===== src/rtl/id_ex_stage.sv =====
// ID/EX pipeline register for the five-stage RV32I core.
// Captures decoded control and operands into EX, detects load-use hazards
// against the instruction currently in EX, and inserts bubbles for hazards
// and branch flushes. A saturating counter tracks how many real
// instructions were displaced by a bubble.
module id_ex_stage #(
    parameter int XLEN  = 32,
    parameter int CNT_W = 16
) (
    input  logic             clk,
    input  logic             rst_n,
    input  logic             id_valid,
    input  logic             id_branch,
    input  logic             id_memread,
    input  logic             id_memtoreg,
    input  logic             id_memwrite,
    input  logic             id_alusrc,
    input  logic             id_regwrite,
    input  logic [XLEN-1:0]  id_pc,
    input  logic [XLEN-1:0]  id_rs1_data,
    input  logic [XLEN-1:0]  id_rs2_data,
    input  logic [XLEN-1:0]  id_imm,
    input  logic [4:0]       id_rs1,
    input  logic [4:0]       id_rs2,
    input  logic [4:0]       id_rd,
    input  logic [2:0]       id_funct3,
    input  logic             id_funct7b5,
    input  logic             flush,
    output logic             stall,
    output logic             ex_valid,
    output logic             ex_branch,
    output logic             ex_memread,
    output logic             ex_memtoreg,
    output logic             ex_memwrite,
    output logic             ex_alusrc,
    output logic             ex_regwrite,
    output logic [XLEN-1:0]  ex_pc,
    output logic [XLEN-1:0]  ex_rs1_data,
    output logic [XLEN-1:0]  ex_rs2_data,
    output logic [XLEN-1:0]  ex_imm,
    output logic [4:0]       ex_rs1,
    output logic [4:0]       ex_rs2,
    output logic [4:0]       ex_rd,
    output logic [2:0]       ex_funct3,
    output logic             ex_funct7b5,
    output logic [CNT_W-1:0] bubble_count
);

    localparam logic [CNT_W-1:0] CNT_MAX = '1;

    logic rs1_used;
    logic rs2_used;
    logic hazard;
    logic insert_bubble;

    logic             ex_valid_d,    ex_valid_q;
    logic             ex_branch_d,   ex_branch_q;
    logic             ex_memread_d,  ex_memread_q;
    logic             ex_memtoreg_d, ex_memtoreg_q;
    logic             ex_memwrite_d, ex_memwrite_q;
    logic             ex_alusrc_d,   ex_alusrc_q;
    logic             ex_regwrite_d, ex_regwrite_q;
    logic [XLEN-1:0]  ex_pc_d,       ex_pc_q;
    logic [XLEN-1:0]  ex_rs1_data_d, ex_rs1_data_q;
    logic [XLEN-1:0]  ex_rs2_data_d, ex_rs2_data_q;
    logic [XLEN-1:0]  ex_imm_d,      ex_imm_q;
    logic [4:0]       ex_rs1_d,      ex_rs1_q;
    logic [4:0]       ex_rs2_d,      ex_rs2_q;
    logic [4:0]       ex_rd_d,       ex_rd_q;
    logic [2:0]       ex_funct3_d,   ex_funct3_q;
    logic             ex_funct7b5_d, ex_funct7b5_q;
    logic [CNT_W-1:0] bubble_count_d, bubble_count_q;

    // Load-use hazard detection; stores still stall on rs2 since there is no MEM-to-MEM path.
    always_comb begin
        rs1_used      = id_regwrite | id_memwrite | id_branch;
        rs2_used      = (id_regwrite & ~id_alusrc) | id_memwrite | id_branch;
        hazard        = id_valid & ex_valid_q & ex_memread_q & (ex_rd_q != 5'd0) &
                        ((rs1_used & (ex_rd_q == id_rs1)) | (rs2_used & (ex_rd_q == id_rs2)));
        insert_bubble = flush | hazard;
        stall         = hazard & ~flush;
    end

    // Next EX contents: bubble on flush or hazard, otherwise capture decode.
    // Bubbles keep the old operand fields; only valid and control must clear.
    always_comb begin
        ex_valid_d    = ex_valid_q;
        ex_branch_d   = ex_branch_q;
        ex_memread_d  = ex_memread_q;
        ex_memtoreg_d = ex_memtoreg_q;
        ex_memwrite_d = ex_memwrite_q;
        ex_alusrc_d   = ex_alusrc_q;
        ex_regwrite_d = ex_regwrite_q;
        ex_pc_d       = ex_pc_q;
        ex_rs1_data_d = ex_rs1_data_q;
        ex_rs2_data_d = ex_rs2_data_q;
        ex_imm_d      = ex_imm_q;
        ex_rs1_d      = ex_rs1_q;
        ex_rs2_d      = ex_rs2_q;
        ex_rd_d       = ex_rd_q;
        ex_funct3_d   = ex_funct3_q;
        ex_funct7b5_d = ex_funct7b5_q;
        if (insert_bubble) begin
            ex_valid_d    = 1'b0;
            ex_branch_d   = 1'b0;
            ex_memread_d  = 1'b0;
            ex_memtoreg_d = 1'b0;
            ex_memwrite_d = 1'b0;
            ex_alusrc_d   = 1'b0;
            ex_regwrite_d = 1'b0;
        end else begin
            ex_valid_d    = id_valid;
            ex_branch_d   = id_branch   & id_valid;
            ex_memread_d  = id_memread  & id_valid;
            ex_memtoreg_d = id_memtoreg & id_valid;
            ex_memwrite_d = id_memwrite & id_valid;
            ex_alusrc_d   = id_alusrc   & id_valid;
            ex_regwrite_d = id_regwrite & id_valid;
            ex_pc_d       = id_pc;
            ex_rs1_data_d = id_rs1_data;
            ex_rs2_data_d = id_rs2_data;
            ex_imm_d      = id_imm;
            ex_rs1_d      = id_rs1;
            ex_rs2_d      = id_rs2;
            ex_rd_d       = id_rd;
            ex_funct3_d   = id_funct3;
            ex_funct7b5_d = id_funct7b5;
        end
    end

    // Saturating count of real instructions displaced by a bubble.
    always_comb begin
        bubble_count_d = bubble_count_q;
        if (insert_bubble && id_valid && (bubble_count_q != CNT_MAX)) begin
            bubble_count_d = bubble_count_q + CNT_W'(1);
        end
    end

    // Pipeline register and counter state.
    always_ff @(posedge clk or negedge rst_n) begin
        if (!rst_n) begin
            ex_valid_q     <= 1'b0;
            ex_branch_q    <= 1'b0;
            ex_memread_q   <= 1'b0;
            ex_memtoreg_q  <= 1'b0;
            ex_memwrite_q  <= 1'b0;
            ex_alusrc_q    <= 1'b0;
            ex_regwrite_q  <= 1'b0;
            ex_pc_q        <= '0;
            ex_rs1_data_q  <= '0;
            ex_rs2_data_q  <= '0;
            ex_imm_q       <= '0;
            ex_rs1_q       <= '0;
            ex_rs2_q       <= '0;
            ex_rd_q        <= '0;
            ex_funct3_q    <= '0;
            ex_funct7b5_q  <= 1'b0;
            bubble_count_q <= '0;
        end else begin
            ex_valid_q     <= ex_valid_d;
            ex_branch_q    <= ex_branch_d;
            ex_memread_q   <= ex_memread_d;
            ex_memtoreg_q  <= ex_memtoreg_d;
            ex_memwrite_q  <= ex_memwrite_d;
            ex_alusrc_q    <= ex_alusrc_d;
            ex_regwrite_q  <= ex_regwrite_d;
            ex_pc_q        <= ex_pc_d;
            ex_rs1_data_q  <= ex_rs1_data_d;
            ex_rs2_data_q  <= ex_rs2_data_d;
            ex_imm_q       <= ex_imm_d;
            ex_rs1_q       <= ex_rs1_d;
            ex_rs2_q       <= ex_rs2_d;
            ex_rd_q        <= ex_rd_d;
            ex_funct3_q    <= ex_funct3_d;
            ex_funct7b5_q  <= ex_funct7b5_d;
            bubble_count_q <= bubble_count_d;
        end
    end

    assign ex_valid     = ex_valid_q;
    assign ex_branch    = ex_branch_q;
    assign ex_memread   = ex_memread_q;
    assign ex_memtoreg  = ex_memtoreg_q;
    assign ex_memwrite  = ex_memwrite_q;
    assign ex_alusrc    = ex_alusrc_q;
    assign ex_regwrite  = ex_regwrite_q;
    assign ex_pc        = ex_pc_q;
    assign ex_rs1_data  = ex_rs1_data_q;
    assign ex_rs2_data  = ex_rs2_data_q;
    assign ex_imm       = ex_imm_q;
    assign ex_rs1       = ex_rs1_q;
    assign ex_rs2       = ex_rs2_q;
    assign ex_rd        = ex_rd_q;
    assign ex_funct3    = ex_funct3_q;
    assign ex_funct7b5  = ex_funct7b5_q;
    assign bubble_count = bubble_count_q;

endmodule


===== config.mk =====
export PLATFORM = sky130hd
export DESIGN_NAME = id_ex_stage
export DESIGN_NICKNAME = d
export VERILOG_FILES = /design/src/rtl/id_ex_stage.sv
export SDC_FILE = /design/constraint.sdc
export NUM_CORES = 1
export LEC_CHECK = 0
export BUFFER_PORTS_ARGS = -buffer_cell sky130_fd_sc_hd__buf_4
export CORE_AREA = 2 2 127 129
export DETAILED_ROUTE_END_ITERATION = 10
export DIE_AREA = 0 0 129 131
export PLACE_DENSITY_LB_ADDON = 0.2
export SLEW_MARGIN = 5
export SYNTH_ARGS = -nofsm -noshare
export SYNTH_HDL_FRONTEND = slang
export SYNTH_SLANG_ARGS = --single-unit

===== constraint.sdc =====
create_clock -name clk -period 2.4 [get_ports clk]
set_input_delay 0.48 -clock clk [delete_from_list [all_inputs] [get_ports clk]]
set_output_delay 0.48 -clock clk [all_outputs]
set_load 0.02 [all_outputs]

* Word-level counts from Yosys, hierarchy flattened
Index checks and enable logic that the tools add are counted.
Word-level totals: register bits after elaboration 170, bits in latches 0, RAM bits 0, bits in read-only memories 0, input port bits 157, output and inout port bits 171, logic and storage cells 53, memories kept 0
Operators by class: add/subtract/negate cells 1, multiply operators 0, divide/modulo/power cells 0, magnitude comparators 0, eq/ne operators 3, shift-type cells 0, multiplexer cells 7, bitwise gates (word level) 22, reduce and logical (&&, ||, !) cells 3
Operators with widths (number):
- adder 16 x 1 -> 16 bit, second input constant | 1
- != test 16 bit, second input constant | 1
- AND 1 bit | 14
- equality test 5 bit | 2
- two-way mux 1 bit | 7
- OR 1 bit | 6
- nonzero test 5 bit | 1
- logical AND 1 bit | 2
- NOT 1 bit | 2

* Depth between registers and ports, before layout
Gate-level depths: netlist of the first run.
word-level depth 10, depth in mapped cells 7

* Worst setup path after synthesis of the first run
OpenSTA, ideal clock, no wires.
path kind input-to-reg, start input id_regwrite, end register ex_rs1_data_q[17] (netlist: ex_rs1_data[17]), setup time 0.125 ns, data arrival time 1.816 ns, required time 2.275 ns, slack 0.459 ns, cell stages on the path 7, buffers on the path 2, cell sequence nor2b_1 -> o31ai_1 -> o22ai_2 -> a21oi_4 -> buf_4 -> buf_2 -> mux2_2
On the way: cells in the longest elaborated chain, start to end 7, elaborated cells between the ends (all ways) 10, those cells by class bitwise (10)
Ends and longest elaborated chain:
- start: declaration | line 18 | input logic id_regwrite,
- AND 1 bit | line 77 | rs2_used = (id_regwrite & ~id_alusrc) | id_memwrite | id_branch;
- OR 1 bit (2 in a row) | line 77
- AND 1 bit | line 79 | ((rs1_used & (ex_rd_q == id_rs1)) | (rs2_used & (ex_rd_q == id_rs2)));
- OR 1 bit * | line 79
- AND 1 bit * | line 78 | hazard = id_valid & ex_valid_q & ex_memread_q & (ex_rd_q != 5'd0) &
- OR 1 bit * | line 80 | insert_bubble = flush | hazard;
- end signal: assignment | line 168 | ex_rs1_data_q <= ex_rs1_data_d;
- end: declaration | line 64 | logic [XLEN-1:0] ex_rs1_data_d, ex_rs1_data_q;
Mark *: on every way between the ends. The rest lies on a longest branch, timed or not. A chain may end at the register's enable or synchronous reset.

* Final worst setup path of the first run
start register ex_rd_q[4] (netlist: ex_rd[4]), end output stall
On the way: cells in the longest elaborated chain, start to end 5, elaborated cells between the ends (all ways) 9, those cells by class eq/ne (2); bitwise (6); reduce/logical (1)
Ends and longest elaborated chain:
- start: declaration | line 69 | logic [4:0] ex_rd_d, ex_rd_q;
- start signal: assignment | line 173 | ex_rd_q <= ex_rd_d;
- equality test 5 bit | line 79
- AND 1 bit | line 79
- OR 1 bit | line 79
- AND 1 bit * | line 78
- AND 1 bit * | line 81 | stall = hazard & ~flush;
- end: declaration | line 29 | output logic stall,
Marks and branches as above.

==> results of run 1 <==
==> cells by family (layout without fill, tap and decap cells) <==
| family | Yosys count | count (layout) | synth area share (%) |
|---|---|---|---|
| buffers and inverters | 21 | 371 | 1.99 |
| xor gates and xnor gates | 24 | 24 | 3.15 |
| and+or+nand+nor | 52 | 52 | 4.69 |
| adders and majority gates | 1 | 1 | 0.188 |
| DFF | 170 | 170 | 63.8 |
| muxes | 149 | 149 | 25.2 |
| AOI/OAI and AO/OA | 7 | 7 | 0.995 |
==> layout make-up <==
| cell class | instances | area, µm² |
|---|---|---|
| repair buffers | 340 | 2660 |
| fillers | 1176 | 5540 |
| clock buffers | 21 | 460 |
| well taps | 216 | 270 |
| multi-input cells | 233 | 2290 |
| clock inverters | 9 | 123 |
| inverters | 1 | 3.75 |
| flip-flops and latches | 170 | 4250 |
==> registers in the layout, summed over array words and instances, names as in the netlist, 3 cells and up <==
name / count
ex_imm: 32
bubble_count: 16
ex_pc: 32
ex_funct3: 3
ex_rs2_data: 32
ex_rs2: 5
ex_rs1: 5
ex_rs1_data: 32
ex_rd: 5
==> timing repair <==
action                     in CTS  in global routing
setup endpoints to repair       0                  1
hold endpoints to repair       34                  0
resized for setup               0                  1
setup buffers                   0                  1
hold buffers                    1                  0
==> cells in the mapped netlist, types with 2 or more instances <==
| cell | n | share of area (%) |
|---|---|---|
| nor4b_2 | 2 | 0.45 |
| nand4b_1 | 2 | 0.26 |
| o31ai_1 | 2 | 0.23 |
| mux2_1 | 10 | 1.7 |
| xnor2_1 | 16 | 2.1 |
| and3_1 | 7 | 0.66 |
| xor2_1 | 8 | 1.1 |
| dfrtp_1 | 170 | 64 |
| and2_1 | 2 | 0.19 |
| nor3_1 | 4 | 0.30 |
| nand2_1 | 8 | 0.45 |
| nand3_1 | 6 | 0.45 |
| nand3b_1 | 3 | 0.34 |
| mux2_2 | 139 | 23 |
| buf_2 | 6 | 0.45 |
| nor2_1 | 7 | 0.39 |
| buf_4 | 12 | 1.4 |
| nand4_1 | 4 | 0.38 |
| nor4_1 | 2 | 0.19 |
==> where the power goes <==
group | internal, mW | switching [mW]
sequential | 3.17 | 0.225
combinational | 0.849 | 0.806
clock | 1.67 | 1.06
total | 5.69 | 2.10
==> layer usage <==
| metal | up-vias | wire [µm] | global-route usage (%) |
|---|---|---|---|
| li1 | 2180 | - | - |
| met1 | 2316 | 6560 | 22.4 |
| met2 | 223 | 9100 | 35.3 |
| met3 | 35 | 1640 | 7.74 |
| met4 | 0 | 504 | 9.27 |
| met5 | - | 0 | 0 |
==> metrics by stage <==
stage	util, %	hold slack, ps	instances	setup WS [ps]	instance area [µm²]
4_1_cts	64.4	255	989	27.5	10000
2_1_floorplan	-	184	424	459	6670
3_3_place_gp	60.6	415	958	148	9450
6_report	64.5	279	990	194	10100
3_5_place_dp	60.6	428	958	108	9450
5_1_grt	64.5	266	990	39.8	10100
==> path summary, 6_finish.rpt <==
check	endpoint	from	slack [ps]	cells past startpoint
max in group asynchronous	ex_imm[23]	rst_n	1200	3
min in group asynchronous	ex_rs2_data[18]	rst_n	540	2
setup / recovery	stall	ex_rd[4]	190	6
setup reg to reg	ex_rs2_data[18]	ex_rd[4]	250	7
hold reg to reg	ex_pc[27]	ex_pc[27]	490	1
hold / removal	ex_pc[29]	id_pc[29]	280	2
==> worst register-to-register path, stage by stage, from the launching register on <==
cell and delay [ps]:
dfrtp_1 460, xnor2_1 170, nand4_1 140, o22ai_2 100, buf_4 150, a21oi_4 230, buf_12 320, mux2_2 450
==> impl_metrics.py, run 1 <==
metrics = {
    "die": {
        "placement_rows": 46,
        "fp.dieH_um": 131,
        "die_area_mm2": 0.0169,
        "die_w_um": 129,
        "ios": 328,
        "initial_core_utilization_pct": 42.7,
        "placeableCoreArea_mm2": 0.0156,
    },
    "timing": {
        "final_hold_viol_count": 0,
        "clock.fmax_mhz": 453,
        "timing.max_slew.rel_slack_pct": 58.8,
        "layout_min_cycle_time_ps": 2210,
        "clock_skew_ps": 7.56,
        "finalSetupViolCount": 0,
        "rsz0062_at_grt": "false",
        "period_share_pct": 91.9,
        "timing_worst_slew_pin_value_ps": 614,
        "setup-tns-final_ps": 0,
        "timing_max_transition_violations_final": 0,
    },
    "worst_setup_path": {
        "critPathKind": "flop to primary output",
        "cp_slowest_stage_delay_ps": 460,
        "critical-path-top-delay-family": "flip-flops",
        "worstPathArrival_ps": 1730,
        "worst-endpoint-required_ps": 1920,
        "crit_path_max_fanout": 5,
        "timing.critical_path.from_type": "flop",
        "critical-path-slowest-cell": "dfrtp_1",
        "crit_chain": "xnor2_2 -> nand4_1 -> o22ai_2 -> nand2_1 -> nor2_1 -> buf_4",
        "critPathBufInv": 1,
        "endpoint_kind": "primary output",
    },
    "cells_and_area": {
        "syn2layout_area_growth_pct": 50.9,
        "layout.cells.most_common_list": "buf_4, dfrtp_1, mux2_2, clkbuf_16, xnor2_1",
        "drive_gt1_share_pct": 66.3,
        "number_of_nets_in_the_finished_design": 921,
        "insertedDiodeCount": 0,
        "most_common_cell_after_layout_fill_and_taps_aside": "buf_4",
    },
    "cts": {
        "cts_tree": "yes",
        "worstSkewPairLatency_ps": 420,
        "clock_sink_count": 170,
        "cts_made_buffers": 17,
        "cts.clk_slew.worst_paths_ps": 60,
        "clk_path_buf_depth": 2,
        "clk_root_buffer_cell": "clkbuf_16",
        "cts_max_level": 4,
    },
    "outcome": {
        "outcome": "finished clean",
    },
    "synthesis": {
        "synth_edf_count": 0,
        "synth_warnings": 0,
        "post_synthesis_sequential_element_count": 170,
        "syn-instance-count": 424,
        "avgSynthCellArea_um2": 15.7,
        "synth.lib_cells_used.distinct": 33,
        "mappedNetlistNets": 582,
        "seq_area_frac_synth_pct": 63.8,
        "synth.cell_area_mm2": 0.00667,
        "synth_async_sr_flop_share_pct": 100,
        "dominantRegCellSynth": "dfrtp_1",
    },
    "placed_design": {
        "gpl.final_weighted_congestion": 0.793,
        "portBuffers": 327,
        "detailedPlacementHpwl_mm": 13.7,
    },
    "route": {
        "number_of_nets_with_antenna_violations_after_routing": 0,
        "detail_route.first_pass.iterations": 4,
        "routedWlPerCell_um": 18.0,
        "vias_per_cell": 4.80,
        "drt_iter0_markers": 210,
        "postRouteWirelength_mm": 17.8,
        "detail_route.drc_violations": 0,
        "dr_total_vias": 4754,
    },
    "power": {
        "vdd_drop_max_mv": 0.467,
        "powerDensity_mw_per_mm2": 774,
        "sum_of_internal_switching_and_leakage_power_mw": 7.78,
        "p_leak_nw": 4.80,
    },
    "grt": {
        "overflow": 0,
        "groute.usage.overall_pct": 20.4,
        "grt_pass1_wl_mm": 26.2,
        "grt_antenna_before_repair": 0,
        "grt_max_degree": 66,
        "via_count_of_the_first_global_routing_pass": 5018,
    },
    "min_path": {
        "min-delay-path-class": "primary input to flop",
    },
    "flow_run": {
        "maxCapViolations": 0,
    },
}
No activity file was read; power rests on OpenSTA's default activity.
==> run 2: changes to the inputs <==
--- a/config.mk
+++ b/config.mk
@@ -5,10 +5,11 @@
 export SDC_FILE = /design/constraint.sdc
 export NUM_CORES = 1
 export LEC_CHECK = 0
+export ABC_AREA = 1
 export BUFFER_PORTS_ARGS = -buffer_cell sky130_fd_sc_hd__buf_4
-export CORE_AREA = 2 2 127 129
+export CORE_MARGIN = 2
+export CORE_UTILIZATION = 47
 export DETAILED_ROUTE_END_ITERATION = 10
-export DIE_AREA = 0 0 129 131
 export PLACE_DENSITY_LB_ADDON = 0.2
 export SLEW_MARGIN = 5
 export SYNTH_ARGS = -nofsm -noshare
==> run 2 against run 1 <==
Net effect: clock-buffer cell count unchanged; hold slack worse by 260 ps; register-to-register slack improved by 190 ps; setup slack gained 7.4 ps; sequential cell count unchanged; clock power rose by 15%; die area shrank 3.7%; critical endpoint unchanged.
==> impl_metrics.py, run 2 <==
metrics = {
    "timing": {
        "clock_skew_ps": 9.28,
        "period_share_pct": 91.6,
        "timing.max_slew.rel_slack_pct": 64.0,
        "layout_min_cycle_time_ps": 2200,
        "finalSetupViolCount": 0,
        "clock.fmax_mhz": 455,
        "final_hold_viol_count": 0,
        "setup-tns-final_ps": 0,
        "timing_worst_slew_pin_value_ps": 540,
        "rsz0062_at_grt": "false",
        "timing_max_transition_violations_final": 0,
    },
    "outcome": {
        "outcome": "finished clean",
    },
    "cts": {
        "clk_root_buffer_cell": "clkbuf_16",
        "cts.hold.buffers_added": 0,
        "worstSkewPairLatency_ps": 420,
        "clk_path_buf_depth": 2,
        "cts_made_buffers": 17,
        "cts_tree": "yes",
        "clock_sink_count": 170,
        "cts_max_level": 4,
        "cts.clk_slew.worst_paths_ps": 60,
    },
    "route": {
        "vias_per_cell": 4.98,
        "dr_total_vias": 6772,
        "drt_iter0_markers": 424,
        "detail_route.first_pass.iterations": 4,
        "routedWlPerCell_um": 15.4,
        "detail_route.drc_violations": 0,
        "number_of_nets_with_antenna_violations_after_routing": 0,
        "postRouteWirelength_mm": 20.9,
    },
    "worst_setup_path": {
        "crit_chain": "inv_1 -> nand2_1 -> nand2_1 -> nor2_1 -> nand3_1 -> nand2_1 -> nand2_4 -> nor2_1 -> buf_4",
        "endpoint_kind": "primary output",
        "crit_path_max_fanout": 4,
        "path_common_cell": "nand2_1",
        "cp_slowest_stage_delay_ps": 390,
        "worst-endpoint-required_ps": 1920,
        "worstPathArrival_ps": 1720,
        "critical-path-slowest-cell": "dfrtp_1",
        "timing.critical_path.from_type": "flop",
        "critPathKind": "flop to primary output",
    },
    "grt": {
        "grt_antenna_before_repair": 1,
        "via_count_of_the_first_global_routing_pass": 6414,
        "grt_pass1_wl_mm": 33.2,
        "grt_max_degree": 82,
        "groute.usage.overall_pct": 25.9,
        "overflow": 0,
    },
    "synthesis": {
        "post_synthesis_sequential_element_count": 170,
        "dominantRegCellSynth": "dfrtp_1",
        "synth_async_sr_flop_share_pct": 100,
        "synth_edf_count": 0,
        "avgSynthCellArea_um2": 8.43,
        "synth.lib_cells_used.distinct": 17,
        "mappedNetlistNets": 1009,
        "yosys.cell_count.top_type": "nand2_1",
        "synth.cell_area_mm2": 0.00717,
        "netlist.area_leader.share_pct": 59.3,
        "synthTopCellsByArea": "dfrtp_1, nand2_1, nand3_1",
        "ys_top_cells_by_count": "nand2_1, dfrtp_1, nand3_1",
        "netlist.top_cell.by_area": "dfrtp_1",
        "syn-instance-count": 851,
        "seq_area_frac_synth_pct": 59.3,
        "synth_warnings": 0,
    },
    "die": {
        "die_w_um": 128,
        "placement_rows": 45,
        "fp.dieH_um": 128,
        "placeableCoreArea_mm2": 0.0150,
        "ios": 328,
        "initial_core_utilization_pct": 47.7,
        "die_area_mm2": 0.0163,
    },
    "cells_and_area": {
        "syn2layout_area_growth_pct": 46.3,
        "drive_gt1_share_pct": 32.6,
        "most_common_cell_after_layout_fill_and_taps_aside": "nand2_1",
        "number_of_nets_in_the_finished_design": 1315,
        "layout.cells.most_common_list": "nand2_1, buf_4, dfrtp_1, nand3_1, inv_1",
    },
    "power": {
        "sum_of_internal_switching_and_leakage_power_mw": 7.95,
        "p_leak_nw": 5.86,
        "powerDensity_mw_per_mm2": 758,
        "vdd_drop_max_mv": 0.515,
    },
    "placed_design": {
        "portBuffers": 327,
        "detailedPlacementHpwl_mm": 14.8,
        "gpl.final_weighted_congestion": 0.846,
    },
    "min_path": {
        "min-delay-path-class": "primary input to asynchronous set/reset pin",
    },
    "flow_run": {
        "maxCapViolations": 0,
    },
}
==> run 2: layout make-up <==
class                   instances  area, µm²
diodes                          1       2.50
clock buffers                  21        470
clock inverters                11        215
fillers                      1220       4540
inverters                      41        156
multi-input cells             586       2510
flip-flops and latches        170       4260
well taps                     188        235
repair buffers                341       2650
==> run 2: worst max-delay path: cells and delay by family, from the launching register on <==
kind | cells | cell delay (ps)
flops | 1 | 390
buf+inv | 2 | 270
simple gates | 7 | 640
==> run 2: what timing repair did <==
item / CTS / global route
endpoints found under the setup margin: 0 / 1
resized for setup: 0 / 3
setup buffers: 0 / 1
==> run 2: power by group <==
group / internal, mW / switching (mW) / total (mW)
Clock: 2.04 / 1.12 / 3.15
Sequential: 3.12 / 0.181 / 3.30
Combinational: 0.661 / 0.835 / 1.50
Total: 5.82 / 2.13 / 7.95
==> run 2: per-stage QoR <==
step	utilization, %	instances	hold slack [ps]	cell area, µm²	setup WS (ps)
after floorplan	-	851	184	7170	421
after global placement	65.2	1325	455	9800	369
after detailed placement	65.2	1325	460	9800	335
after CTS	69.7	1357	31.7	10500	59.7
after global routing	69.8	1359	54.1	10500	79.9
final	69.8	1359	15.4	10500	202
==> run 2: cells by family (layout without fill, tap and decap cells) <==
logic type / count (synthesis) / in the layout / share of synthesized area, %
simple gates: 567 / 567 / 33.1
flops: 170 / 170 / 59.3
buf+inv: 95 / 414 / 6.02
compound gates: 15 / 15 / 1.05
xor+xnor: 3 / 3 / 0.366
fa+ha+maj: 1 / 1 / 0.174
other cells: 0 / 1 / 0
==> run 2: routing by layer <==
| layer | up-vias | track usage, % | routed length (µm) |
|---|---|---|---|
| li1 | 3316 | - | - |
| met1 | 3168 | 32.9 | 8230 |
| met2 | 250 | 41.7 | 10400 |
| met3 | 38 | 7.62 | 1700 |
| met4 | 0 | 10.5 | 592 |
| met5 | - | 0 | 0 |
==> run 2: final timing paths <==
path	from	endpoint	slack, ps	cells after the start
hold reg to reg	ex_rs2_data[10]	ex_rs2_data[10]	470	2
setup / recovery	ex_rd[2]	stall	200	9
hold / removal	rst_n	ex_rs2_data[22]	20	1
min in group clk	id_imm[0]	ex_imm[0]	280	3
setup reg to reg	bubble_count[0]	bubble_count[10]	440	8
max in group asynchronous	rst_n	ex_imm[4]	1670	2
==> run 3: changes to the inputs <==
==> constraint.sdc (replaced) <==
create_clock -name clk -period 2.4 [get_ports clk]
set_input_delay 0.48 -clock clk [delete_from_list [all_inputs] [get_ports clk]]
set_output_delay 0.48 -clock clk [all_outputs]
set_load 0.05 [all_outputs]
==> run 3 against run 2 <==
Net effect: clock skew is 1.1 ps lower; die area stayed put; clock power is 6% lower; largest power group unchanged; first-iteration DRC count is 15% higher; register-to-register slack worse by 70 ps.
==> impl_metrics.py, run 3 (synthesis results as in run 2) <==
metrics = {
    "outcome": {
        "outcome": "finished clean",
    },
    "worst_setup_path": {
        "timing.critical_path.from_type": "flop",
        "ff2ff_path_depth": 7,
        "worstPathArrival_ps": 1720,
        "critPathKind": "flop to primary output",
        "crit_path_end": "stall",
        "worst_setup_path_startpoint": "ex_rd[3]",
        "rr_startpoint": "bubble_count[0]",
        "ff2ff_setup_slack_ps": 370,
        "crit_path_max_fanout": 5,
        "endpoint_kind": "primary output",
        "worst-endpoint-required_ps": 1920,
        "critical_path.reg2reg.endpoint": "bubble_count[1]",
    },
    "timing": {
        "timing_worst_slew_pin_value_ps": 588,
        "setup-tns-final_ps": 0,
        "final_hold_viol_count": 0,
        "finalSetupViolCount": 0,
        "timing.max_slew.rel_slack_pct": 60.8,
        "layout_min_cycle_time_ps": 2200,
        "rsz0062_at_grt": "false",
        "clock.fmax_mhz": 454,
        "clock_skew_ps": 8.19,
        "timing_max_transition_violations_final": 0,
        "period_share_pct": 91.7,
    },
    "grt": {
        "grt_antenna_before_repair": 0,
        "grt_pass1_wl_mm": 33.1,
        "via_count_of_the_first_global_routing_pass": 6513,
        "overflow": 0,
        "groute.usage.overall_pct": 26.0,
        "grt_max_degree": 124,
    },
    "cts": {
        "cts.clk_slew.worst_paths_ps": 60,
        "clock_sink_count": 170,
        "cts_max_level": 4,
        "worstSkewPairLatency_ps": 420,
        "cts_made_buffers": 17,
        "clk_path_buf_depth": 2,
        "clk_root_buffer_cell": "clkbuf_16",
        "cts_tree": "yes",
    },
    "die": {
        "initial_core_utilization_pct": 47.7,
        "placeableCoreArea_mm2": 0.0150,
        "fp.dieH_um": 128,
        "ios": 328,
        "die_area_mm2": 0.0163,
        "die_w_um": 128,
        "placement_rows": 45,
    },
    "cells_and_area": {
        "drive_gt1_share_pct": 32.6,
        "syn2layout_area_growth_pct": 45.9,
        "sequential_cell_area_mm2": 0.00426,
        "insertedDiodeCount": 0,
        "number_of_fill_cells": 1216,
        "most_common_cell_after_layout_fill_and_taps_aside": "nand2_1",
        "fin_cells": 1358,
        "layout.cells.most_common_list": "nand2_1, buf_4, dfrtp_1, nand3_1, inv_1",
        "multi_input_comb_area_mm2": 0.00251,
        "number_of_nets_in_the_finished_design": 1317,
    },
    "route": {
        "drt_iter0_markers": 487,
        "detail_route.first_pass.iterations": 5,
        "vias_per_cell": 4.99,
        "routedWlPerCell_um": 15.6,
        "dr_total_vias": 6775,
        "postRouteWirelength_mm": 21.2,
        "detail_route.drc_violations": 0,
        "number_of_nets_with_antenna_violations_after_routing": 0,
    },
    "placed_design": {
        "portBuffers": 327,
        "detailedPlacementHpwl_mm": 15.0,
        "gpl.final_weighted_congestion": 0.887,
        "dp.cells": 1323,
    },
    "power": {
        "vdd_drop_max_mv": 0.520,
        "p_leak_nw": 5.83,
        "powerDensity_mw_per_mm2": 801,
    },
    "flow_run": {
        "maxCapViolations": 0,
    },
    "min_path": {
        "min-delay-path-class": "primary input to flop",
    },
}
==> run 3: metal layers <==
layer | routed length (µm) | global-route usage [%]
met3 | 1640 | 8.00
met4 | 504 | 9.89
met2 | 10600 | 42.9
met5 | 0 | 0
met1 | 8370 | 32.4
==> run 3: worst max-delay path, cell delays in order, from the launching register on <==
cell	delay, ps
dfrtp_1	430
inv_2	80
nand2_1	60
nand2_1	70
nor2_1	100
nand3_1	80
nand2_1	110
nand2_4	80
nor2_2	100
buf_6	170
==> run 3: how the worst min path moves through the flow <==
stage,start,to,slack [ps],cells after the start
2_1_floorplan,rst_n,bubble_count[0],180,0
3_3_place_gp,ex_rs2_data[6],ex_rs2_data[6],450,2
3_5_place_dp,rst_n,ex_branch,450,1
4_1_cts,id_funct3[0],ex_funct3[0],270,3
5_1_grt,id_imm[24],ex_imm[24],270,3
6_report,id_funct3[0],ex_funct3[0],280,3
==> run 3: final cells by class <==
cell class / count / area share (%)
sequential: 170 / 40.7
multi-input combinational: 586 / 24.0
tap: 188 / 2.25
clock buffer: 19 / 4.23
inverter: 41 / 1.49
clock inverter: 11 / 1.86
timing repair buffer: 343 / 25.5
==> run 3: what timing repair did <==
item / 4_1_cts / 5_1_grt
hold endpoints to repair: 1 / 0
setup buffers: 0 / 4
endpoints found under the setup margin: 1 / 1
hold buffers: 1 / 0
pin swaps: 0 / 1
gates resized for setup: 1 / 2
==> run 3: metrics by stage <==
stage               cell area, µm²  worst slack [ps]  util, %  total power, mW  hold slack [ps]
finish                       10500               199     69.6             8.39              281
global route                 10500              37.1     69.6             8.72              274
CTS                          10400              15.0     69.4             8.45              266
detailed placement            9780               354     65.1             5.47              453
global placement              9780               369     65.1             5.45              455
floorplan                     7180              44.6        -             4.63              184
==> run 3: power by group <==
group | leakage, nW | internal [mW] | switching [mW]
Combinational | 3.44 | 0.673 | 1.44
Clock | 0.302 | 1.86 | 1.10
Sequential | 2.09 | 3.12 | 0.186
Total | 5.83 | 5.66 | 2.73
